===== config.mk =====
export PLATFORM = sky130hd
export DESIGN_NAME = fifo_write_arbiter_flat
export DESIGN_NICKNAME = d
export VERILOG_FILES = /design/src/rtl/fifo_arb_pkg.sv /design/src/rtl/fifo_write_arbiter_if.sv /design/src/rtl/fifo_write_arbiter_rr_pick.sv /design/src/rtl/fifo_write_arbiter.sv /design/src/flat_wrapper.sv
export SDC_FILE = /design/constraint.sdc
export NUM_CORES = 1
export LEC_CHECK = 0
export CORE_MARGIN = 3
export CORE_UTILIZATION = 39
export CTS_CLUSTER_SIZE = 40
export DETAILED_ROUTE_END_ITERATION = 12
export HOLD_SLACK_MARGIN = 0.1
export PLACE_DENSITY = 0.73
export SKIP_CTS_REPAIR_TIMING = 1
export SYNTH_ARGS = -nofsm -noshare
export SYNTH_HDL_FRONTEND = slang
export SYNTH_SLANG_ARGS = --single-unit

===== constraint.sdc =====
create_clock -name write_clk -period 3 [get_ports write_clk]
set_input_delay 0.6 -clock write_clk [delete_from_list [all_inputs] [get_ports write_clk]]
set_output_delay 0.6 -clock write_clk [all_outputs]
set_load 0.03 [all_outputs]

===== src/rtl/fifo_arb_pkg.sv =====
// Shared types and constants for the FIFO write-port arbiter.
package fifo_arb_pkg;

    typedef enum logic {
        IDLE  = 1'b0,
        BURST = 1'b1
    } burst_state_t;

    localparam int DEFAULT_DATA_WIDTH = 8;

    // Increment with wrap at n; n need not be a power of two.
    function automatic int wrap_inc(input int p, input int n);
        return (p + 1 >= n) ? 0 : p + 1;
    endfunction

endpackage


===== src/rtl/fifo_write_arbiter_if.sv =====
// Requester/FIFO-side bundle of the write arbiter; slave = arbiter, master = environment.
interface fifo_write_arbiter_if
    import fifo_arb_pkg::*;
#(
    parameter int NUM_REQ    = 4,
    parameter int DATA_WIDTH = DEFAULT_DATA_WIDTH
);
    localparam int IDX_W = $clog2(NUM_REQ);

    logic [NUM_REQ-1:0]            req;
    logic [NUM_REQ*DATA_WIDTH-1:0] req_data;
    logic [NUM_REQ-1:0]            grant;
    logic                          mem_full;
    logic                          write_en;
    logic [DATA_WIDTH-1:0]         data_in;
    logic [IDX_W-1:0]              grant_id;

    modport slave (
        input  req, req_data, mem_full,
        output grant, write_en, data_in, grant_id
    );

    modport master (
        output req, req_data, mem_full,
        input  grant, write_en, data_in, grant_id
    );

endinterface


===== src/rtl/fifo_write_arbiter_rr_pick.sv =====
// Combinational round-robin selector: first set request at or above rr_ptr, with wrap.
module rr_pick #(
    parameter int NUM_REQ = 4,
    parameter int IDX_W   = $clog2(NUM_REQ)
) (
    input  logic [NUM_REQ-1:0] req,
    input  logic [IDX_W-1:0]   rr_ptr,
    output logic [NUM_REQ-1:0] grant,
    output logic [IDX_W-1:0]   idx,
    output logic               any
);

    int             j;
    logic [IDX_W-1:0] cand;

    always_comb begin
        grant = '0;
        idx   = '0;
        any   = 1'b0;
        j     = 0;
        cand  = '0;
        for (int k = 0; k < NUM_REQ; k++) begin
            j = int'(rr_ptr) + k;
            if (j >= NUM_REQ) begin
                j = j - NUM_REQ;
            end
            cand = IDX_W'(j);
            if (!any && req[cand]) begin
                any         = 1'b1;
                grant[cand] = 1'b1;
                idx         = cand;
            end
        end
    end

endmodule


===== src/rtl/fifo_write_arbiter.sv =====
// Round-robin arbiter feeding the async FIFO write port from NUM_REQ requesters.
// Optional burst mode: define FIFO_WRITE_ARB_BURST_EN.
module fifo_write_arbiter
    import fifo_arb_pkg::*;
#(
    parameter int NUM_REQ    = 4,
    parameter int DATA_WIDTH = DEFAULT_DATA_WIDTH,
    parameter int BURST_LEN  = 4
) (
    input  logic                 write_clk,
    input  logic                 reset,
    fifo_write_arbiter_if.slave  arb_if
);
    localparam int IDX_W = $clog2(NUM_REQ);

    if (NUM_REQ < 2 || NUM_REQ > 8 || BURST_LEN < 1) begin : g_param_check
        $error("fifo_write_arbiter: NUM_REQ must be 2..8 and BURST_LEN >= 1");
    end

    function automatic logic [IDX_W-1:0] next_ptr(input logic [IDX_W-1:0] p);
        return IDX_W'(wrap_inc(int'(p), NUM_REQ));
    endfunction

    logic                  write_en_q, write_en_d;
    logic [DATA_WIDTH-1:0] data_q, data_d;
    logic [IDX_W-1:0]      grant_id_q, grant_id_d;
    logic [IDX_W-1:0]      rr_ptr_q, rr_ptr_d;

    logic                  can_accept;
    logic [NUM_REQ-1:0]    req_mask;
    logic [NUM_REQ-1:0]    req_eff;
    logic [NUM_REQ-1:0]    pick_grant;
    logic [IDX_W-1:0]      pick_idx;
    logic                  pick_any;

    // A held word blocks new grants only while the FIFO refuses it.
    assign can_accept = !write_en_q || !arb_if.mem_full;
    assign req_eff    = can_accept ? (arb_if.req & req_mask) : '0;

    rr_pick #(
        .NUM_REQ (NUM_REQ),
        .IDX_W   (IDX_W)
    ) u_rr_pick (
        .req    (req_eff),
        .rr_ptr (rr_ptr_q),
        .grant  (pick_grant),
        .idx    (pick_idx),
        .any    (pick_any)
    );

    assign arb_if.grant    = pick_grant;
    assign arb_if.write_en = write_en_q;
    assign arb_if.data_in  = data_q;
    assign arb_if.grant_id = grant_id_q;

    always_comb begin
        write_en_d = write_en_q;
        data_d     = data_q;
        grant_id_d = grant_id_q;
        if (can_accept) begin
            if (pick_any) begin
                write_en_d = 1'b1;
                data_d     = arb_if.req_data[pick_idx*DATA_WIDTH +: DATA_WIDTH];
                grant_id_d = pick_idx;
            end else begin
                write_en_d = 1'b0;
            end
        end
    end

    always_ff @(posedge write_clk or posedge reset) begin
        if (reset) begin
            write_en_q <= 1'b0;
            data_q     <= '0;
            grant_id_q <= '0;
            rr_ptr_q   <= '0;
        end else begin
            write_en_q <= write_en_d;
            data_q     <= data_d;
            grant_id_q <= grant_id_d;
            rr_ptr_q   <= rr_ptr_d;
        end
    end

`ifdef FIFO_WRITE_ARB_BURST_EN
    // state | meaning
    // IDLE  | round-robin over all requesters from rr_ptr
    // BURST | only owner_q may be granted, up to BURST_LEN words
    localparam int CNT_W = $clog2(BURST_LEN + 1);

    burst_state_t      state_q, state_d;
    logic [CNT_W-1:0]  count_q, count_d;
    logic [IDX_W-1:0]  owner_q, owner_d;

    always_comb begin
        req_mask = '1;
        if (state_q == BURST) begin
            req_mask          = '0;
            req_mask[owner_q] = 1'b1;
        end
    end

    always_comb begin
        state_d  = state_q;
        count_d  = count_q;
        owner_d  = owner_q;
        rr_ptr_d = rr_ptr_q;
        case (state_q)
            IDLE: begin
                if (pick_any) begin
                    owner_d = pick_idx;
                    if (BURST_LEN <= 1) begin
                        rr_ptr_d = next_ptr(pick_idx);
                    end else begin
                        state_d = BURST;
                        count_d = CNT_W'(1);
                    end
                end
            end
            BURST: begin
                // Owner dropping req in an accept cycle ends the burst with no grant.
                if (can_accept) begin
                    if (pick_any && (int'(count_q) + 1 < BURST_LEN)) begin
                        count_d = count_q + CNT_W'(1);
                    end else begin
                        state_d  = IDLE;
                        count_d  = '0;
                        rr_ptr_d = next_ptr(owner_q);
                    end
                end
            end
            default: state_d = IDLE;
        endcase
    end

    always_ff @(posedge write_clk or posedge reset) begin
        if (reset) begin
            state_q <= IDLE;
            count_q <= '0;
            owner_q <= '0;
        end else begin
            state_q <= state_d;
            count_q <= count_d;
            owner_q <= owner_d;
        end
    end
`else
    assign req_mask = '1;

    always_comb begin
        rr_ptr_d = rr_ptr_q;
        if (pick_any) begin
            rr_ptr_d = next_ptr(pick_idx);
        end
    end
`endif

endmodule


===== src/flat_wrapper.sv =====
// flat-port wrapper written by rule: the top's interface ports become plain ports
module fifo_write_arbiter_flat import fifo_arb_pkg::*;
#(
    parameter int NUM_REQ    = 4,
    parameter int DATA_WIDTH = DEFAULT_DATA_WIDTH,
    parameter int BURST_LEN  = 4
)
  (write_clk, reset, arb_if_req, arb_if_req_data, arb_if_mem_full, arb_if_grant, arb_if_write_en, arb_if_data_in, arb_if_grant_id);
  fifo_write_arbiter_if #(.NUM_REQ(NUM_REQ), .DATA_WIDTH(DATA_WIDTH)) arb_if_i ();
  input  logic write_clk;
  input  logic reset;
  input wire logic [$bits(arb_if_i.req)-1:0] arb_if_req;
  input wire logic [$bits(arb_if_i.req_data)-1:0] arb_if_req_data;
  input wire logic [$bits(arb_if_i.mem_full)-1:0] arb_if_mem_full;
  output wire logic [$bits(arb_if_i.grant)-1:0] arb_if_grant;
  output wire logic [$bits(arb_if_i.write_en)-1:0] arb_if_write_en;
  output wire logic [$bits(arb_if_i.data_in)-1:0] arb_if_data_in;
  output wire logic [$bits(arb_if_i.grant_id)-1:0] arb_if_grant_id;
  assign arb_if_i.req = arb_if_req;
  assign arb_if_i.req_data = arb_if_req_data;
  assign arb_if_i.mem_full = arb_if_mem_full;
  assign arb_if_grant = arb_if_i.grant;
  assign arb_if_write_en = arb_if_i.write_en;
  assign arb_if_data_in = arb_if_i.data_in;
  assign arb_if_grant_id = arb_if_i.grant_id;
  fifo_write_arbiter #(.NUM_REQ(NUM_REQ), .DATA_WIDTH(DATA_WIDTH), .BURST_LEN(BURST_LEN)) u_core (.write_clk(write_clk), .reset(reset), .arb_if(arb_if_i));
endmodule

==> flow_summary.toml <==
[flow_run]
drv_cap = 0

[hold_path]
hold_path_class = "reg2reg"
min-delay-start = "u_core.arb_if.grant_id[0]"
min_path_cells = 1
hold_end = "u_core.arb_if.grant_id[0]"

[clock_tree]
cts_buffers = 3
htreeDepth = 1
cts_num_sinks = 13
cts_tree = "yes"
root_buffer = "clkbuf_4"
clkTransAtPathRegs_ns = 0.08
clk_latency_ns = 0.27
cts.path.max_buffers = 2

[floorplan]
core_area_sq_mm = 0.00315
die_height_microns = 64.3
initial_utilization_pct = 42.1
pin_count = 54
rows = 20
dieArea_sq_mm = 0.00414
fp.dieW_microns = 64.3

[power_and_ir_drop]
power.total_mw = 2.17
peakVddDrop_v = 0.000509
p_sw_mw = 1.02
p_leak_nw = 0.974
pwr-share-seq_pct = 14.9
p_per_area_mw_per_mm2 = 1040
switching_share_pct = 47.1
internal_power_mw = 1.15
p_clk_share_pct = 5.1
pwr-share-comb_pct = 80.0

[timing]
fin_ws_ns = 0.154
min_period_ns = 2.85
hold_viol_final = 0
setup_viol = 0
rsz0062_at_grt = "false"
fin_hold_ws_ns = 0.488
drv_slew = 0
timing.fmax_mhz = 351
tightest_slew_ns = 0.564
max_slew_margin_pct = 62.3
post-route-period-util_pct = 94.9
fin_skew_ns = 0.00259

[drt]
initialDrtViolationCount = 63
wl_per_cell_microns = 16.0
vias = 1309
viasPerCell = 5.48
dr.pass1.iters = 6
drt_wl_total_microns = 3830
ant_nets = 0
drcViolationCount = 0

[yosys]
syn_area_per_cell_sq_um = 10.4
synthTopCellsByArea = "dfrtp_1, mux2i_1, ha_1, a2bb2oi_1, o221ai_1"
ys_ff_latch = 13
async_reset_ff_share_pct = 100
ys_warn_count = 0
synth-edff-count = 0
syn_nets = 175
yosysTopAreaCell = "dfrtp_1"
syn_area_sq_mm = 0.00133
synth_top_area_share_pct = 24.5
synthCells = 127
synth_seq_area_share_pct = 24.5
ys_types = 38
synthFlopType = "dfrtp_1"

[worst_setup_path]
crit_required_ns = 2.40
r2r_cells = 10
reg2reg_to = "u_core.rr_ptr_q[0]"
critical_path_class = "reg2out"
setup.worst_path.start_class = "register"
crit_fanout = 7
arrival_ns = 2.25
rrSetupSlack_ns = 0.49
endpoint_kind = "output port"
reg2reg_from = "u_core.rr_ptr_q[0]"

[global_routing]
grt_max_degree = 16
grt_usage_pct = 18.7
grt_pass1_vias = 1388
antenna_found_initial = 0
overflow = 0
grt_first_pass_wirelength_microns = 6270

[final_layout]
nFillCells = 274
multi_input_area_sq_um = 973
n_antenna_cell = 0
final-seq-area_sq_um = 327
stdcell_count = 239
final_nets = 244
syn2layout_area_growth_pct = 57.5
utilization_pct = 66.2
layout-drive-gt1-share_pct = 24.1

[placed_design]
place_congestion = 0.851
dp_hpwl_microns = 3030
place_ws_ns = -0.102
port_buffers = 53
dp.cells = 233

[run_status]
outcome = "finished clean"
-- cell usage after synthesis, drive strengths merged (2+ instances only) --
cell     number
mux2i        26
o221ai        7
a21o          4
or2           2
a221oi        2
buf           4
a21boi        2
inv           5
a21oi         4
nor2          4
ha            9
o21ai         2
dfrtp        13
nand3         2
nand2        14
a2bb2oi       8
a222oi        4
or3           2
mux2          2
-- how the worst max path moves through the flow --
stage	startpoint	endpoint	slack (ns)	cells past startpoint
finish	u_core.rr_ptr_q[0]	arb_if_grant[2]	0.15	8
global route	u_core.rr_ptr_q[0]	arb_if_grant[0]	0.004	8
CTS	u_core.rr_ptr_q[0]	arb_if_grant[2]	-0.10	8
detailed placement	arb_if_req[2]	arb_if_grant[2]	-0.10	8
global placement	arb_if_req[3]	arb_if_grant[1]	0.03	8
floorplan	u_core.rr_ptr_q[0]	u_core.rr_ptr_q[0]	0.08	11
-- worst max-delay path, cell delays in order (launching register included) --
cell	delay, ns
dfrtp_2	0.45
inv_4	0.10
ha_2	0.31
a21o_1	0.20
a2bb2oi_4	0.17
a21boi_2	0.19
a222oi_1	0.27
nand2_1	0.10
buf_4	0.18
-- power by group through the flow --
stage	clock network, mW	logic (mW)	registers [mW]
after floorplan	0	0.947	0.468
final	0.110	1.73	0.323
after global routing	0.123	1.84	0.332
after global placement	0	1.62	0.317
after CTS	0.115	1.68	0.316
after detailed placement	0	1.67	0.318
-- layout make-up --
| cell class | count | area share, % |
|---|---|---|
| inverter | 5 | 1.02 |
| multi-input combinational | 104 | 46.6 |
| timing repair buffer | 69 | 32.8 |
| clock buffer | 4 | 1.26 |
| tap | 44 | 2.64 |
| sequential | 13 | 15.6 |
-- through the flow --
stage | area, sq um | TNS, ns
floorplan | 1330 | 0
global placement | 2000 | 0
detailed placement | 2000 | -0.331
CTS | 2030 | -0.301
global route | 2090 | 0
finish | 2090 | 0
-- sequential cells by signal (all words and copies together), names as in the netlist --
name and cells:
u_core.arb_if.write_en 1, u_core.arb_if.data_in 8, u_core.arb_if.grant_id 2, u_core.rr_ptr_q 2
-- layer usage --
metal | GRT usage (%) | up-vias | wire length, microns
met4 | 3.69 | 0 | 0
li1 | - | 636 | -
met1 | 21.9 | 628 | 1580
met5 | 0 | - | 0
met3 | 3.51 | 0 | 226
met2 | 35.1 | 45 | 2020
-- kinds of logic after synthesis --
| group | synth area share, % |
|---|---|
| flops | 24.5 |
| compound gates | 29.3 |
| simple gates | 9.25 |
| xor+xnor | 2.08 |
| buf+inv | 3.87 |
| fa+ha+maj | 8.49 |
| mux | 22.5 |
-- placed cells by master, fill, tap and decap left out, drive strengths merged --
cell	instances
clkdlybuf4s50	44
mux2i	26
buf	20
nand2	14
dfrtp	13
ha	9
a2bb2oi	8
o221ai	7
dlymetal6s2s	5
inv	5
a21o	4
a222oi	4
nor2	4
a21oi	4
clkbuf	4
or2	2
a21boi	2
nand3	2
or3	2
a221oi	2
mux2	2
o21ai	2
and2	1
o211ai	1
a2111oi	1
o41ai	1
a21bo	1
o22ai	1
nand2b	1
xnor2	1
or4	1
o21a	1
Note: power is estimated with default switching activity, not from simulation.
